## src/rtl/retire_monitor.sv

```systemverilog
// Retirement monitor: tracks run state, cycle/retire counts and a writeback signature,
// ending the run on the halt PC or after TIMEOUT consecutive non-retiring cycles.
module retire_monitor #(
    parameter logic [31:0] HALT_PC = 32'h00000118,
    parameter int unsigned TIMEOUT = 1000
) (
    input  logic        clk,
    input  logic        reset,
    input  logic        validW,
    input  logic [31:0] pcW,
    input  logic        regwriteW,
    input  logic [4:0]  rdW,
    input  logic [31:0] wdW,
    output logic [1:0]  state,
    output logic        done,
    output logic        hung,
    output logic        end_pulse,
    output logic [31:0] cycle_cnt,
    output logic [31:0] retire_cnt,
    output logic [31:0] sig,
    output logic [31:0] last_pc
);

    typedef enum logic [1:0] {
        StIdle = 2'b00,
        StRun  = 2'b01,
        StDone = 2'b10,
        StHung = 2'b11
    } state_e;

    localparam logic [31:0] IdleLimit = 32'(TIMEOUT - 1);

    state_e      state_q, state_d;
    logic        end_q, end_d;
    logic [31:0] cycle_q, cycle_d;
    logic [31:0] retire_q, retire_d;
    logic [31:0] sig_q, sig_d;
    logic [31:0] last_pc_q, last_pc_d;
    logic [31:0] idle_q, idle_d;

    always_comb begin
        state_d   = state_q;
        end_d     = 1'b0;
        cycle_d   = cycle_q;
        retire_d  = retire_q;
        sig_d     = sig_q;
        last_pc_d = last_pc_q;
        idle_d    = idle_q;

        if (state_q == StIdle || state_q == StRun) begin
            cycle_d = (cycle_q == 32'hFFFFFFFF) ? cycle_q : cycle_q + 32'd1;
            // pcW/rdW/wdW are only looked at under validW so X inputs cannot leak out
            if (validW) begin
                idle_d    = 32'd0;
                retire_d  = (retire_q == 32'hFFFFFFFF) ? retire_q : retire_q + 32'd1;
                last_pc_d = pcW;
                if (regwriteW && rdW != 5'd0) begin
                    sig_d = {sig_q[30:0], sig_q[31]} ^ wdW ^ {27'b0, rdW};
                end
                state_d = (pcW == HALT_PC) ? StDone : StRun;
            end else if (idle_q == IdleLimit) begin
                state_d = StHung;
            end else begin
                idle_d = idle_q + 32'd1;
            end
            end_d = (state_d == StDone) || (state_d == StHung);
        end
    end

    always_ff @(posedge clk or posedge reset) begin
        if (reset) begin
            state_q   <= StIdle;
            end_q     <= 1'b0;
            cycle_q   <= 32'd0;
            retire_q  <= 32'd0;
            sig_q     <= 32'd0;
            last_pc_q <= 32'd0;
            idle_q    <= 32'd0;
        end else begin
            state_q   <= state_d;
            end_q     <= end_d;
            cycle_q   <= cycle_d;
            retire_q  <= retire_d;
            sig_q     <= sig_d;
            last_pc_q <= last_pc_d;
            idle_q    <= idle_d;
        end
    end

    assign state      = state_q;
    assign done       = (state_q == StDone);
    assign hung       = (state_q == StHung);
    assign end_pulse  = end_q;
    assign cycle_cnt  = cycle_q;
    assign retire_cnt = retire_q;
    assign sig        = sig_q;
    assign last_pc    = last_pc_q;

endmodule

```

## config.mk

```make
export PLATFORM = sky130hd
export DESIGN_NAME = retire_monitor
export DESIGN_NICKNAME = d
export VERILOG_FILES = /design/src/rtl/retire_monitor.sv
export SDC_FILE = /design/constraint.sdc
export NUM_CORES = 1
export LEC_CHECK = 0
export BUFFER_PORTS_ARGS = -buffer_cell sky130_fd_sc_hd__buf_4
export CORE_MARGIN = 1.5
export CORE_UTILIZATION = 53
export DETAILED_ROUTE_END_ITERATION = 8
export PLACE_DENSITY = 0.77
export SLEW_MARGIN = 20
export SYNTH_ARGS = -nofsm -noshare
export SYNTH_HDL_FRONTEND = slang
export SYNTH_SLANG_ARGS = --single-unit
```

## constraint.sdc

```tcl
create_clock -name clk -period 7.1 [get_ports clk]
set_input_delay 0.71 -clock clk [delete_from_list [all_inputs] [get_ports clk]]
set_output_delay 0.71 -clock clk [all_outputs]
set_load 0.005 [all_outputs]
```

==> results by group <==
Finish
  – Fillers: 1126
  – Area grow syn2layout: 30.3%
  – Ant. Diodes: 0
  – Fin nets: 1070
  – Most frequent cells in the layout: 212 x buf_4, 178 x nand2_1, 163 x dfrtp_1, 78 x xnor2_1, 45 x o21ai_0
  – Fraction of layout cells with a size suffix above 1: 26.0%
  – Final cell count without fillers: 1191
  – Most common cell after layout, fill and taps aside: buf_4

CTS
  – Setup bufs post-CTS: 0
  – Clock Latency Late Sink: 0.43 ns
  – Clock-pin transition on the worst setup and hold timing paths: 0.06 ns
  – Clock Path Buffers: 2
  – Cts hold-fix bufs: 0
  – CTS Buf Count: 17
  – Post-CTS sizing: 0
  – TritonCTS clock tree: done
  – Clk sinks: 163
  – H-tree depth: 4
  – Clock root cell: clkbuf_16

Critical path
  – Startpoint types: flop
  – Max FO, Critical Path: 21
  – WS Path Type: reg -> reg
  – Arr. time, crit path: 2.93 ns
  – Crit path capture type: flop
  – Req. time, crit path: 7.41 ns

Global route
  – Global-route wire length before repair: 32100 um
  – Global-route usage over all layers: 25.5%
  – Total grt overflow: 0
  – Vias in the first global route: 6320
  – Largest net degree at the start of global routing: 84
  – Initial antenna violation count: 0

Floorplanning
  – IO Pins: 206
  – Area of the die: 15500 um2
  – Initial Util: 54.1%
  – CORE AREA: 14400 um2
  – Die Span X: 124 um
  – FP Rows: 44
  – Die Y: 124 um

Route
  – Wire per inst: 16.5 um
  – Vias per std cell: 5.64
  – Vias: 6723
  – Drt initial violations: 450
  – Residual DRC: 0
  – DRT Pass-1 Iters: 5
  – Post-Route WL: 19600 um
  – Routed Antenna Nets: 0

Timing
  – RSZ-0062 raised after global routing: false
  – Number of setup violations in the final report: 0
  – Worst Max-Slew Pin Slew: 1.14 ns
  – Hold Violations, Final: 0
  – Slew Limit Fails: 0
  – Slew HR: 23.7%
  – Final WS setup: 4.48 ns
  – Fmax: 382 MHz
  – Setup_tns: 0 ns
  – Period utilization: 36.9%
  – Final Skew: 0.00600 ns
  – Min Clock Period, post-route: 2.62 ns

Power and ir drop
  – Static Leakage: 4.79 nW
  – Peak VDD IR: 188 uV
  – PwrDens: 208 nW/um2

Logic synthesis
  – Post-Syn Nets: 875
  – Yosys cell types: 55
  – Post-synth EDFFs: 0
  – Ys flop type: dfrtp_1
  – Mapped Cells: 799
  – Asr flop ratio synth: 100%
  – Sequential fraction of the synthesis area: 52.3%
  – Syn. warnings: 0
  – Seq cells post-synth: 163
  – Mapped cell area: 7800 um2
  – Synth Area per Inst: 9.76 um2

Placement
  – Pre-CTS WS: 4.36 ns
  – Port bufs: 205
  – Placed Cells: 1159
  – Final GP Congestion: 0.842
  – Post-DP HPWL: 13600 um

Worst hold path
  – Hold/Removal Path Class: in -> async

Outcome
  – Outcome: completed

Job
  – Max-cap violation count: 0
-- Yosys cell counts (all sizes together) (2+ instances only) --
cell	count	area, um2
a41oi	2	17.5
inv	6	22.5
nor2	24	90.1
or2	2	12.5
nand3	39	195
dfrtp	163	4080
a22o	2	17.5
nand4	40	256
nand2	178	668
a22oi	2	15.0
o21ai	45	225
buf	6	28.8
nor4	19	125
nor3b	2	15.0
xnor2	78	683
a31oi	18	113
nand2b	3	18.8
nor4b	8	76.3
and2	4	25.0
xor2	24	210
a2111oi	4	72.6
a21oi	18	90.1
and4	14	123
mux2	3	33.8
or4	2	15.0
clkbuf	31	116
nor3	17	85.1
mux2i	7	70.1
o211ai	3	22.5
ha	3	37.5
and3	13	81.3
or3	4	30.0
-- worst max-delay path: stages, from the launching register on --
cell     delay, ns
dfrtp_1       0.43
nand4_1       0.19
nor3_1        0.45
nand4_1       0.71
nand2_1       0.35
mux2_2        0.37
-- cell families (layout without fill, tap and decap cells) --
| kind of cell | Yosys count | in the layout | share of synthesized area (%) |
|---|---|---|---|
| mux | 10 | 10 | 1.33 |
| compound gates | 104 | 104 | 8.52 |
| buf+inv | 44 | 252 | 2.20 |
| xor+xnor | 102 | 102 | 11.5 |
| flops | 163 | 163 | 52.3 |
| fa+ha+maj | 3 | 3 | 0.481 |
| simple gates | 373 | 373 | 23.7 |
-- flip-flops by register name, indices dropped and copies added, names as in the netlist --
register and flops:
cycle_cnt 32, end_pulse 1, idle_q 32, last_pc 32, retire_cnt 32, sig 32
state 2
-- per-stage QoR --
stage | power, W | util, % | area (um2) | hold WS [ns]
6_report | 0.00211 | 70.5 | 10200 | 0.411
3_3_place_gp | 0.00111 | 65.9 | 9500 | 0.460
4_1_cts | 0.00213 | 70.4 | 10200 | 0.443
2_1_floorplan | 0.00103 | - | 7800 | 0.452
3_5_place_dp | 0.00111 | 65.9 | 9500 | 0.463
5_1_grt | 0.00218 | 70.5 | 10200 | 0.466
-- where the power goes --
part / switching [W] / internal [W] / leakage, nW
clock network: 0.000380 / 0.000642 / 0.319
logic: 0.0000590 / 0.0000695 / 2.28
registers: 0.0000162 / 0.000948 / 2.18
-- layer usage --
layer  vias up  GRT usage [%]  routed length [um]
met3        34           6.79                1120
met5         -              0                   0
met2       229           40.2                9170
met1      3255           34.5                8910
met4         0           8.11                 440
li1       3205              -                   -
-- path summary, 6_finish.rpt --
path	depth (start not counted)	startpoint	endpoint	slack, ns
setup / recovery	5	retire_cnt[6]	retire_cnt[1]	4.48
hold reg to reg	2	last_pc[30]	last_pc[30]	0.47
setup reg to reg	5	retire_cnt[6]	retire_cnt[1]	4.48
hold / removal	2	reset	sig[0]	0.41
max in group asynchronous	3	reset	cycle_cnt[24]	5.51
min in group clk	2	last_pc[30]	last_pc[30]	0.47
-- area by class of cell --
| class | instances | area (um2) | area share (%) |
|---|---|---|---|
| Clock buffer | 19 | 453 | 4.46 |
| Clock inverter | 13 | 206 | 2.03 |
| Inverter | 7 | 31.3 | 0.308 |
| Multi-Input combinational cell | 592 | 3560 | 35.0 |
| Sequential cell | 163 | 4080 | 40.1 |
| Tap cell | 184 | 230 | 2.27 |
| Timing Repair Buffer | 213 | 1600 | 15.8 |
Note: power is estimated with default switching activity, not from simulation.
